File: src/rtl/approx_mul_pipe.sv
// Pipelined unsigned multiplier with per-transaction exact / lower-part-OR approximate mode.
// Three valid/ready stages: operand capture, carry-save reduction, final add.
module approx_mul_pipe #(
    parameter int unsigned WIDTH = 8,
    parameter int unsigned K     = 6
) (
    input  logic               clk,
    input  logic               rst,
    input  logic               in_valid,
    output logic               in_ready,
    input  logic [WIDTH-1:0]   in_x,
    input  logic [WIDTH-1:0]   in_y,
    input  logic               in_approx,
    output logic               out_valid,
    input  logic               out_ready,
    output logic [2*WIDTH-1:0] out_z,
    output logic               out_approx,
    input  logic               cnt_clr,
    output logic [31:0]        approx_cnt
);

    localparam int unsigned PW = 2 * WIDTH;
    localparam int unsigned CW = 32;
    localparam logic [PW-1:0] LOW_MASK = PW'((64'(1) << K) - 64'(1));

    logic             r_s1_valid;
    logic [WIDTH-1:0] r_s1_x;
    logic [WIDTH-1:0] r_s1_y;
    logic             r_s1_approx;

    logic             r_s2_valid;
    logic [PW-1:0]    r_s2_sum;
    logic [PW-1:0]    r_s2_carry;
    logic [PW-1:0]    r_s2_low;
    logic             r_s2_approx;

    logic             r_s3_valid;
    logic [PW-1:0]    r_out_z;
    logic             r_out_approx;

    logic [CW-1:0]    r_cnt;

    logic             w_s3_free;
    logic             w_s2_free;
    logic             w_s1_free;
    logic             w_accept;
    logic             w_cnt_inc;

    logic [PW-1:0]    w_col_mask;
    logic [PW-1:0]    w_row;
    logic [PW-1:0]    w_sum;
    logic [PW-1:0]    w_carry;
    logic [PW-1:0]    w_sum_nxt;
    logic [PW-1:0]    w_low;

    // A stage is free when empty or when its content leaves this cycle.
    assign w_s3_free = !r_s3_valid || out_ready;
    assign w_s2_free = !r_s2_valid || w_s3_free;
    assign w_s1_free = !r_s1_valid || w_s2_free;

    assign in_ready  = !rst && w_s1_free;
    assign w_accept  = in_valid && in_ready;
    assign w_cnt_inc = w_accept && in_approx;

    // Carry-save reduction of the partial-product rows; low columns are OR-folded instead.
    always_comb begin
        w_col_mask = r_s1_approx ? ~LOW_MASK : '1;
        w_row      = '0;
        w_sum      = '0;
        w_carry    = '0;
        w_sum_nxt  = '0;
        w_low      = '0;
        for (int i = 0; i < int'(WIDTH); i++) begin
            w_row     = r_s1_x[i] ? (PW'(r_s1_y) << i) : '0;
            w_low     = w_low | (w_row & ~w_col_mask);
            w_row     = w_row & w_col_mask;
            w_sum_nxt = w_sum ^ w_carry ^ w_row;
            w_carry   = ((w_sum & w_carry) | (w_sum & w_row) | (w_carry & w_row)) << 1;
            w_sum     = w_sum_nxt;
        end
    end

    always_ff @(posedge clk or posedge rst) begin
        if (rst) begin
            r_s1_valid   <= 1'b0;
            r_s1_x       <= '0;
            r_s1_y       <= '0;
            r_s1_approx  <= 1'b0;
            r_s2_valid   <= 1'b0;
            r_s2_sum     <= '0;
            r_s2_carry   <= '0;
            r_s2_low     <= '0;
            r_s2_approx  <= 1'b0;
            r_s3_valid   <= 1'b0;
            r_out_z      <= '0;
            r_out_approx <= 1'b0;
        end else begin
            if (w_s1_free) begin
                r_s1_valid <= w_accept;
                if (w_accept) begin
                    r_s1_x      <= in_x;
                    r_s1_y      <= in_y;
                    r_s1_approx <= in_approx;
                end
            end
            if (w_s2_free) begin
                r_s2_valid <= r_s1_valid;
                if (r_s1_valid) begin
                    r_s2_sum    <= w_sum;
                    r_s2_carry  <= w_carry;
                    r_s2_low    <= w_low;
                    r_s2_approx <= r_s1_approx;
                end
            end
            if (w_s3_free) begin
                r_s3_valid <= r_s2_valid;
                if (r_s2_valid) begin
                    // Low OR bits occupy columns the carry-save vectors never reach.
                    r_out_z      <= r_s2_sum + r_s2_carry + r_s2_low;
                    r_out_approx <= r_s2_approx;
                end
            end
        end
    end

    // Approximate-operation counter; a clear coinciding with a counted accept leaves 1.
    always_ff @(posedge clk or posedge rst) begin
        if (rst) begin
            r_cnt <= '0;
        end else if (cnt_clr) begin
            r_cnt <= w_cnt_inc ? CW'(1) : CW'(0);
        end else if (w_cnt_inc) begin
            r_cnt <= r_cnt + CW'(1);
        end
    end

    assign out_valid  = r_s3_valid;
    assign out_z      = r_out_z;
    assign out_approx = r_out_approx;
    assign approx_cnt = r_cnt;

endmodule
File: config.mk
export PLATFORM = sky130hd
export DESIGN_NAME = approx_mul_pipe
export DESIGN_NICKNAME = d
export VERILOG_FILES = /design/src/rtl/approx_mul_pipe.sv
export SDC_FILE = /design/constraint.sdc
export NUM_CORES = 1
export LEC_CHECK = 0
export BUFFER_PORTS_ARGS = -buffer_cell sky130_fd_sc_hd__buf_2
export CAP_MARGIN = 20
export CORE_UTILIZATION = 30
export DETAILED_ROUTE_END_ITERATION = 10
export GPL_TIMING_DRIVEN = 0
export PLACE_DENSITY = 0.51
export RECOVER_POWER = 100
export SLEW_MARGIN = 5
export SYNTH_ARGS = -nofsm -noshare
export SYNTH_HDL_FRONTEND = slang
export SYNTH_SLANG_ARGS = --single-unit
File: constraint.sdc
create_clock -name clk -period 5.24 [get_ports clk]
set_input_delay 0.524 -clock clk [delete_from_list [all_inputs] [get_ports clk]]
set_output_delay 0.524 -clock clk [all_outputs]
set_load 0.01 [all_outputs]
==> results of run 1 <==
report_power, final:
part	internal, mW	switching [mW]	total (mW)
clock	0.363	0.294	0.657
sequential	0.918	0.114	1.03
combinational	0.579	0.721	1.30
metal layers:
metal / up-vias / GRT usage [%] / share of wire, %
met4: 0 / 3.79 / 1.1
met1: 2195 / 20.5 / 52
met3: 9 / 2.32 / 2.9
met2: 59 / 21.3 / 44
li1: 2202 / - / -
met5: - / 0 / 0
metrics by stage:
step                hold WS [ns]  util (%)  cell area, µm²  std cells
floorplan                  0.439         -            6170        610
global placement           0.460      34.0            6870        952
detailed placement         0.463      34.1            6900        953
CTS                        0.321      35.5            7190        969
global route               0.397      35.0            7070        968
finish                     0.391      35.0            7070        968
flip-flops by register name, indices dropped and copies added, names as in the netlist, 6 cells and up:
| signal | count |
|---|---|
| r_s2_carry | 7 |
| r_s2_low | 6 |
| out_z | 16 |
| r_s2_sum | 15 |
| r_s1_y | 8 |
| approx_cnt | 32 |
| r_s1_x | 8 |
Yosys cell counts, types with 3 or more instances:
library cell / instances / area, µm²
and2_1: 32 / 200
ha_1: 21 / 263
nor2_1: 35 / 131
clkbuf_1: 23 / 86.3
nand3_1: 11 / 55.1
or3_1: 7 / 43.8
o31a_1: 3 / 26.3
a21oi_1: 16 / 80.1
xor2_1: 16 / 140
a21o_1: 6 / 45.0
nand4_1: 9 / 56.3
dfrtp_1: 98 / 2450
and3_1: 4 / 25.0
nor2b_1: 10 / 62.6
a22oi_1: 5 / 37.5
o21ai_0: 33 / 165
nor3_1: 6 / 30.0
mux2_2: 30 / 338
and4_1: 4 / 35.0
a22o_1: 4 / 35.0
a211oi_1: 3 / 22.5
o31ai_1: 3 / 22.5
fa_1: 43 / 861
nand2b_1: 5 / 31.3
xnor2_1: 15 / 131
o21a_1: 3 / 22.5
nand2_1: 93 / 349
inv_1: 43 / 161
cell families after synthesis:
family	count (synthesis)	synth area share, %
AOI/OAI and AO/OA	87	8.92
xor gates and xnor gates	31	4.40
adders and majority gates	64	18.2
buffers and inverters	70	4.34
DFF	98	39.7
muxes	32	5.80
and+or+nand+nor	228	18.6
final timing paths:
path	to	slack (ns)
min	approx_cnt[29]	0.39
max reg2reg	r_s2_sum[7]	0.35
min in group asynchronous	approx_cnt[20]	0.81
max in group asynchronous	r_s2_carry[11]	1.15
max	r_s2_sum[7]	0.35
min reg2reg	out_z[15]	0.48
worst max-delay path: cells and delay by family, from the launching register on:
kind / cells / cell delay, ns
adder cells (fa/ha/maj): 7 / 3.14
buffers and inverters: 5 / 0.57
flip-flops: 1 / 0.34
multiplexers: 1 / 0.26
AND/OR/NAND/NOR: 2 / 0.47
final cells by class:
type	instances	area (µm²)	area share, %
Clock inverter	3	21.3	0.301
Sequential cell	98	2450	34.7
Multi-Input combinational cell	442	3430	48.5
Inverter	43	163	2.30
Buffer	26	101	1.43
Timing Repair Buffer	73	299	4.23
Clock buffer	13	270	3.82
Tap cell	270	338	4.78
==> metrics.md, run 1 <==
| Metric | Value |
|---|---|
| Run status | `finished with violations` |
| Post-synthesis register bit count | `98` |
| Pre-antenna DRT Iters | `4` |
| Post-placement setup slack | `roughly 0.27 ns` |
| Num CTS Buffers | `9` |
| VDD IR-drop max | `0.195 mV` |
| Initial Util | `between 30 and 40%` |
| Avg Cell Area, Syn | `between 10 and 15 µm²` |
| Worst-path cell chain | `clkbuf_1 > nor2b_1 > and2_0 > ha_1 > inv_1 > fa_1 > inv_1 > fa_1 > fa_1 > inv_1 > fa_1 > inv_1 > fa_1 > fa_1 > mux2_2` |
| Syn Nets | `around 700` |
| Cells on Worst Hold Path | `2` |
| Syn. warnings | `0` |
| Row count | `52` |
| Power Density | `423 nW/µm²` |
| Slew @ Worst Pin | `2.68 ns` |
| Final Setup Violations | `0` |
| HP Start | `cnt_clr` |
| Slew Viols, Final | `between 100 and 150` |
| Share of synthesized registers carrying an async set or reset | `100%` |
| Data required, critical path | `roughly 5.5 ns` |
| Fill cell count | `2113` |
| Vias in the first global route | `between 4000 and 5000` |
| Via count | `about 4500` |
| Headroom to the max-slew limit | `-78.8%` |
| Final Cycle Share | `between 90% and 100%` |
| Grt ovf | `0` |
| Reg2Reg Depth | `15` |
| Final Worst Setup Slack | `between 0.3 and 0.4 ns` |
| IO buf count | `72` |
| Max Cap Viol | `2` |
| Maximum fanout along the worst path | `10` |
| Crit path DAT | `roughly 5.1 ns` |
| Mapped Cells | `just over 600` |
| CP max stage cell | `fa_1` |
| Die H | `145 µm` |
| H-tree Lvls | `3` |
| Vias per cell | `~4.6` |
| Commonest non-fill, non-tap cells in the layout | `98 x dfrtp_1, 93 x nand2_1, 78 x clkbuf_1, 43 x fa_1, 42 x inv_1` |
| Critical Path Source | `r_s1_x[1]` |
| Synthesized cell area | `about 6200 µm²` |
| F_max | `204 MHz` |
| I/O pins | `73` |
| Worst min path class | `in2reg` |
| Share of post-route cells with drive strength above 1 | `about a tenth` |
| Violated checks | `max-capacitance violations, max-slew violations` |
| Die footprint | `between 20000 and 25000 µm²` |
| Post-synth EDFFs | `0` |
| Clk root buf | `clkbuf_16` |
| CORE AREA | `20200 µm²` |
| CTS Buffer Depth | `2` |
| Power Total | `around 3.0 mW` |
| DR WL/cell | `14.5 µm` |
| CTS Sinks | `between 90 and 100` |
| Post-CTS Hold Fix Bufs | `0` |
| CTS resizes | `0` |
| Antenna Nets Post-Route | `0` |
| Seq/Total Area, Yosys | `between 30% and 40%` |
| Setup Buffers After CTS | `0` |
| RSZ-0062 raised after global routing | `false` |
| GR Util All Layers | `between 10% and 20%` |
| Layout Skew | `~0.013 ns` |
| Final WL | `14000 µm` |
| Worst skew pair latency | `approximately 0.35 ns` |
| Critical Path Start Type | `register` |
| Commonest non-fill, non-tap cell in the layout | `dfrtp_1` |
| Most used DFF post-synth | `dfrtp_1` |
| Synth cell types | `between 50 and 60` |
| Final hold vios | `0` |
| WS Path Type | `reg2reg` |
| Post-DP HPWL | `10700 µm` |
| Final GP Congestion | `between 0.7 and 0.8` |
| Layout Nets | `779` |
| Reg2reg start | `r_s1_x[1]` |
| CTS tree | `yes` |
| Critical Path Most Common Cell | `fa_1` |
| Min cycle time layout | `4.89 ns` |
| DRC viols | `0` |
| Die width | `roughly 150 µm` |
| Diodes inserted | `0` |
| Reg clk slew, reported paths | `approximately 0.070 ns` |
| Pleak | `just over 3 nW` |
| Initial antenna violation count | `0` |
| Pin count of the biggest net entering global routing | `51` |
| DRC violation total after the first TritonRoute iteration | `between 200 and 250` |
| Worst path max stage delay | `approximately 0.56 ns` |
| Setup_tns | `0 ns` |
| Critical Path Sink Type | `register` |
| Layout area overhead | `14.6%` |
| Global-route wire length before repair | `between 20000 and 25000 µm` |
(Power assumes the default switching activity.)
==> run 2: changes to the inputs <==
CORE_UTILIZATION = 45   (was 30)
PLACE_DENSITY = 0.68   (was 0.51)
==> run 2 against run 1 <==
Effect of this change: the flow still finishes with violations (max-capacitance violations, max-slew violations); total power is 0.22% lower; register-to-register slack worse by 0.06 ns; wire length decreased by 8.9%; clock power increased by 3%; cell area fell by 1.5%; sequential power about the same; critical endpoint unchanged; highest routed layer unchanged.
==> metrics.md, run 2 (same netlist as run 1, synthesis figures left out) <==
| Metric | Value |
|---|---|
| Run status | `finished with violations (unchanged)` |
| Violated checks | `max-capacitance violations, max-slew violations (unchanged)` |
| Num CTS Buffers | `9 (unchanged)` |
| DP Area | `6780 µm² (was 6900 µm²)` |
| Pleak | `3.06 nW (was 3.05 nW)` |
| Wl on met1 | `6200 µm (was 7290 µm)` |
| Fin Hold WS | `0.407 ns (was 0.391 ns)` |
| DRC viols | `0 (unchanged)` |
| Critical Path Start Type | `register (unchanged)` |
| Cells on Worst Hold Path | `2 (unchanged)` |
| Initial Util | `46.4% (was 30.5%)` |
| Final hold vios | `0 (unchanged)` |
| CTS Buffer Depth | `2 (unchanged)` |
| Vias per cell | `5.13 (was 4.61)` |
| Worst path max stage delay | `0.54 ns (was 0.56 ns)` |
| Global-route wire length before repair | `21700 µm (was 23500 µm)` |
| CORE AREA | `13300 µm² (was 20200 µm²)` |
| CP bufs+invs | `5 (unchanged)` |
| CTS tree | `yes (unchanged)` |
| Setup Buffers After CTS | `0 (unchanged)` |
| Via count | `4492 (was 4465)` |
| Pre-antenna DRT Iters | `5 (was 4)` |
| Reg clk slew, reported paths | `0.06 ns (was 0.07 ns)` |
| Max Cap Viol | `2 (unchanged)` |
| Commonest non-fill, non-tap cell in the layout | `dfrtp_1 (unchanged)` |
| Crit path DAT | `5.18 ns (was 5.12 ns)` |
| Die H | `119 µm (was 145 µm)` |
| HP Start | `in_x[0] (was cnt_clr)` |
| I/O pins | `73 (unchanged)` |
| Final Worst Setup Slack | `0.289 ns (was 0.346 ns)` |
| Final Setup Violations | `0 (unchanged)` |
| Pin count of the biggest net entering global routing | `51 (unchanged)` |
| Min cycle time layout | `4.95 ns (was 4.89 ns)` |
| CP delay by family, top | `adder cells (unchanged)` |
| Power Total | `2.98 mW (was 2.99 mW)` |
| Row count | `42 (was 52)` |
| Layout area overhead | `12.9% (was 14.6%)` |
| Worst-path cell chain | `clkbuf_1 > nor2b_1 > and2_0 > ha_1 > inv_1 > fa_1 > inv_1 > fa_1 > fa_1 > inv_1 > fa_1 > inv_1 > fa_1 > fa_1 > mux2_2 (unchanged)` |
| Final Cycle Share | `94.5% (was 93.4%)` |
| Die width | `119 µm (was 145 µm)` |
| Diodes inserted | `0 (unchanged)` |
| Post-CTS Hold Fix Bufs | `0 (unchanged)` |
| Fin util | `52.4% (was 35.0%)` |
| Antenna Nets Post-Route | `0 (unchanged)` |
| DR WL/cell | `14.6 µm (was 14.5 µm)` |
| Final GP Congestion | `0.854 (was 0.776)` |
| Worst min path class | `in2reg (unchanged)` |
| Fin area | `6970 µm² (was 7070 µm²)` |
| Critical Path Most Common Cell | `fa_1 (unchanged)` |
| DRC violation total after the first TritonRoute iteration | `236 (was 204)` |
| VDD IR-drop max | `0.193 mV (was 0.195 mV)` |
| Critical Path Sink Type | `register (unchanged)` |
| Fill cell count | `1240 (was 2113)` |
| Hold Path Sink | `r_s1_x[0] (was approx_cnt[29])` |
| Worst skew pair latency | `0.34 ns (was 0.35 ns)` |
| Reg2reg start | `r_s1_x[0] (was r_s1_x[1])` |
| Power Density | `428 nW/µm² (was 423 nW/µm²)` |
| Grt ovf | `0 (unchanged)` |
| H-tree Lvls | `3 (unchanged)` |
| Layout Skew | `0.00639 ns (was 0.0126 ns)` |
| Share of post-route cells with drive strength above 1 | `10.2% (was 10.3%)` |
| Maximum fanout along the worst path | `10 (unchanged)` |
| Vias in the first global route | `4411 (was 4432)` |
| R2R Setup Slk | `0.29 ns (was 0.35 ns)` |
| Data required, critical path | `5.47 ns (about the same)` |
| Die footprint | `14200 µm² (was 21200 µm²)` |
| Met2 WL | `5880 µm (was 6180 µm)` |
| Slew @ Worst Pin | `2.56 ns (was 2.68 ns)` |
| Met3 wire length | `508 µm (was 407 µm)` |
| Headroom to the max-slew limit | `-71.0% (was -78.8%)` |
| Fin cells | `875 (was 968)` |
| Placed cells | `859 (was 953)` |
| Reg2reg end | `r_s2_sum[7] (unchanged)` |
| CTS Sinks | `98 (unchanged)` |
| F_max | `202 MHz (was 204 MHz)` |
| RSZ-0062 raised after global routing | `false (unchanged)` |
| Initial antenna violation count | `0 (unchanged)` |
| Post-DP HPWL | `9920 µm (was 10700 µm)` |
| CTS resizes | `0 (unchanged)` |
| WS Path Type | `reg2reg (unchanged)` |
| Layout Nets | `780 (was 779)` |
| Post-placement setup slack | `0.311 ns (was 0.272 ns)` |
| Number of flip-flops in the largest register | `32 (unchanged)` |
| Top sig layer | `met4 (unchanged)` |
| GR Util All Layers | `19.3% (was 14.0%)` |
| IO buf count | `72 (unchanged)` |
| CP max stage cell | `fa_1 (unchanged)` |
| Setup_tns | `0 ns (unchanged)` |
| Clk root buf | `clkbuf_16 (unchanged)` |
| Slew Viols, Final | `101 (unchanged)` |
| Reg2Reg Depth | `15 (unchanged)` |
| Commonest non-fill, non-tap cells in the layout | `98 x dfrtp_1, 93 x nand2_1, 80 x clkbuf_1, 43 x fa_1, 42 x inv_1 (was 98 x dfrtp_1, 93 x nand2_1, 78 x clkbuf_1, 43 x fa_1, 42 x inv_1)` |
| Final WL | `12800 µm (was 14000 µm)` |
==> run 2: worst max-delay path by stage <==
stage	from	endpoint	slack, ns	cells after the start
2_1_floorplan	r_s1_x[0]	r_s2_sum[7]	0.67	15
3_3_place_gp	r_s1_x[0]	r_s2_sum[7]	0.34	15
3_5_place_dp	r_s1_x[0]	r_s2_sum[7]	0.31	15
4_1_cts	r_s1_x[0]	r_s2_sum[7]	0.29	15
5_1_grt	r_s1_x[0]	r_s2_sum[7]	0.05	15
6_report	r_s1_x[0]	r_s2_sum[7]	0.29	15
==> run 2: where the power goes <==
part           total [mW]  switching [mW]  internal (mW)
Sequential           1.03           0.109          0.919
Clock               0.675           0.288          0.387
Combinational        1.28           0.707          0.573
Total                2.98            1.10           1.88
==> run 2: area by class of cell <==
type | count | area [µm²] | share of cell area [%]
sequential | 98 | 2450 | 35.2
clock buffer | 11 | 243 | 3.48
clock inverter | 5 | 61.3 | 0.880
buffer | 27 | 101 | 1.45
tap | 176 | 220 | 3.16
inverter | 43 | 163 | 2.33
multi-input combinational | 442 | 3430 | 49.2
timing repair buffer | 73 | 299 | 4.29
==> run 2: per-layer routing <==
metal,vias to the layer above,track usage [%]
li1,2206,-
met1,2190,27.8
met2,83,29.5
met3,13,3.78
met4,0,5.85
met5,-,0
==> run 3: changes to the inputs <==
CTS_BUF_LIST = sky130_fd_sc_hd__clkbuf_4 sky130_fd_sc_hd__clkbuf_8 sky130_fd_sc_hd__clkbuf_16   (was unset)
==> run 3 against run 2 <==
Effect of this change: the flow still finishes with violations (max-capacitance violations, max-slew violations); setup slack unchanged; final cell count stayed put; sequential share of layout area about the same; non-clock buffer count stayed put; register-to-register slack about the same; critical endpoint unchanged; highest routed layer unchanged.
==> metrics.md, run 3 (same netlist as run 1, synthesis figures left out) <==
| Metric | Value |
|---|---|
| Run status | `finished with violations (unchanged)` |
| Violated checks | `max-capacitance violations, max-slew violations (unchanged)` |
| Die width | `119 µm (unchanged)` |
| CP max stage cell | `fa_1 (unchanged)` |
| CP bufs+invs | `5 (unchanged)` |
| Diodes inserted | `0 (unchanged)` |
| Setup_tns | `0 ns (unchanged)` |
| Vias per cell | `5.13 (about the same)` |
| Critical Path Most Common Cell | `fa_1 (unchanged)` |
| F_max | `202 MHz (unchanged)` |
| Final WL | `12800 µm (about the same)` |
| Layout Nets | `780 (unchanged)` |
| Fin util | `52.4% (about the same)` |
| Data required, critical path | `5.47 ns (about the same)` |
| Net Switching | `1.10 mW (about the same)` |
| Grt ovf | `0 (unchanged)` |
| Slew Viols, Final | `101 (unchanged)` |
| Power Density | `428 nW/µm² (about the same)` |
| CTS resizes | `0 (unchanged)` |
| DRC violation total after the first TritonRoute iteration | `236 (unchanged)` |
| Setup Buffers After CTS | `0 (unchanged)` |
| Global-route wire length before repair | `21700 µm (unchanged)` |
| Max Cap Viol | `2 (unchanged)` |
| WS Path Type | `reg2reg (unchanged)` |
| Vias in the first global route | `4411 (unchanged)` |
| Reg clk slew, reported paths | `0.06 ns (about the same)` |
| Final GP Congestion | `0.854 (unchanged)` |
| Fin area | `6970 µm² (about the same)` |
| GR Util All Layers | `19.3% (unchanged)` |
| Pin count of the biggest net entering global routing | `51 (unchanged)` |
| CTS tree | `yes (unchanged)` |
| Layout Skew | `0.00639 ns (about the same)` |
| I/O pins | `73 (unchanged)` |
| Clk pwr share | `22.8% (was 22.6%)` |
| Layout area overhead | `12.9% (about the same)` |
| DP Area | `6780 µm² (unchanged)` |
| Via count | `4493 (was 4492)` |
| Critical Path Sink Type | `register (unchanged)` |
| VDD IR-drop max | `0.193 mV (unchanged)` |
| Die footprint | `14200 µm² (unchanged)` |
| Initial Util | `46.4% (unchanged)` |
| Combinational share of power | `42.8% (was 42.9%)` |
| IO buf count | `72 (unchanged)` |
| R2R Setup Slk | `0.29 ns (about the same)` |
| Headroom to the max-slew limit | `-71.0% (unchanged)` |
| Share of post-route cells with drive strength above 1 | `10.3% (was 10.2%)` |
| Final hold vios | `0 (unchanged)` |
| Initial antenna violation count | `0 (unchanged)` |
| Num CTS Buffers | `9 (unchanged)` |
| CP delay by family, top | `adder cells (unchanged)` |
| Commonest non-fill, non-tap cells in the layout | `98 x dfrtp_1, 93 x nand2_1, 79 x clkbuf_1, 43 x fa_1, 42 x inv_1 (was 98 x dfrtp_1, 93 x nand2_1, 80 x clkbuf_1, 43 x fa_1, 42 x inv_1)` |
| Pre-antenna DRT Iters | `5 (unchanged)` |
| Number of flip-flops in the largest register | `32 (unchanged)` |
| Critical Path Start Type | `register (unchanged)` |
| Worst min path class | `in2reg (unchanged)` |
| Die H | `119 µm (unchanged)` |
| Flop pwr share | `34.4% (was 34.5%)` |
| H-tree Lvls | `3 (unchanged)` |
| Pint | `1.88 mW (about the same)` |
| Slew @ Worst Pin | `2.56 ns (unchanged)` |
| Net Sw Frac | `37.0% (about the same)` |
| Final Cycle Share | `94.5% (unchanged)` |
| Final Setup Violations | `0 (unchanged)` |
| Antenna Nets Post-Route | `0 (unchanged)` |
| Worst skew pair latency | `0.34 ns (about the same)` |
| Clk root buf | `clkbuf_16 (unchanged)` |
| Maximum fanout along the worst path | `10 (unchanged)` |
| Crit path DAT | `5.18 ns (about the same)` |
| DR WL/cell | `14.6 µm (about the same)` |
| CORE AREA | `13300 µm² (unchanged)` |
| Pleak | `3.06 nW (about the same)` |
| Post-DP HPWL | `9920 µm (unchanged)` |
| CTS Sinks | `98 (unchanged)` |
| Worst-path cell chain | `clkbuf_1 > nor2b_1 > and2_0 > ha_1 > inv_1 > fa_1 > inv_1 > fa_1 > fa_1 > inv_1 > fa_1 > inv_1 > fa_1 > fa_1 > mux2_2 (unchanged)` |
| Min cycle time layout | `4.95 ns (unchanged)` |
| Row count | `42 (unchanged)` |
| RSZ-0062 raised after global routing | `false (unchanged)` |
| Post-CTS Hold Fix Bufs | `0 (unchanged)` |
| DRC viols | `0 (unchanged)` |
| Commonest non-fill, non-tap cell in the layout | `dfrtp_1 (unchanged)` |
| CTS Buffer Depth | `2 (unchanged)` |
| Worst path max stage delay | `0.54 ns (about the same)` |
## run 3: metal layers
layer | GRT usage [%] | routed length (µm)
met5 | 0 | 0
met4 | 5.85 | 198
met3 | 3.78 | 508
met2 | 29.5 | 5880
met1 | 27.8 | 6200
## run 3: path summary, 6_finish.rpt
check | endpoint | from | cells past startpoint
worst max-delay path | r_s2_sum[7] | r_s1_x[0] | 15
worst min-delay path | r_s1_x[0] | in_x[0] | 2
min in group asynchronous | approx_cnt[20] | rst | 2
worst min register to register | out_approx | out_approx | 2
worst max register to register | r_s2_sum[7] | r_s1_x[0] | 15
max in group asynchronous | r_s2_carry[11] | rst | 3
## run 3: cell type report
type                       count  area, µm²
inverter                      43        163
timing repair buffer          73        299
tap                          176        220
buffer                        27        101
fill                        1240       6320
sequential                    98       2450
clock inverter                 5       61.3
multi-input combinational    442       3430
clock buffer                  11        246
## run 3: power by group through the flow
stage / sequential, mW / combinational [mW] / clock (mW)
after global routing: 1.05 / 1.47 / 0.728
after CTS: 1.03 / 1.33 / 0.697
final: 1.03 / 1.28 / 0.680
after global placement: 1.03 / 1.29 / 0
after floorplan: 1.04 / 0.973 / 0
after detailed placement: 1.04 / 1.33 / 0
## run 3: worst register-to-register path: stages, from the launching register on
cell      delay (ns)
dfrtp_1         0.32
clkbuf_1        0.35
nor2b_1         0.39
and2_0          0.19
ha_1            0.15
inv_1           0.05
fa_1            0.49
inv_1           0.06
fa_1            0.50
fa_1            0.54
inv_1           0.05
fa_1            0.53
inv_1           0.05
fa_1            0.44
fa_1            0.45
mux2_2          0.27
## run 3: per-stage QoR
stage | power (mW) | worst slack (ns) | instances | hold WS [ns]
global route | 3.25 | 0.0479 | 875 | 0.393
global placement | 2.32 | 0.335 | 858 | 0.461
detailed placement | 2.37 | 0.311 | 859 | 0.467
CTS | 3.06 | 0.292 | 875 | 0.327
finish | 2.99 | 0.289 | 875 | 0.407
floorplan | 2.01 | 0.670 | 610 | 0.439
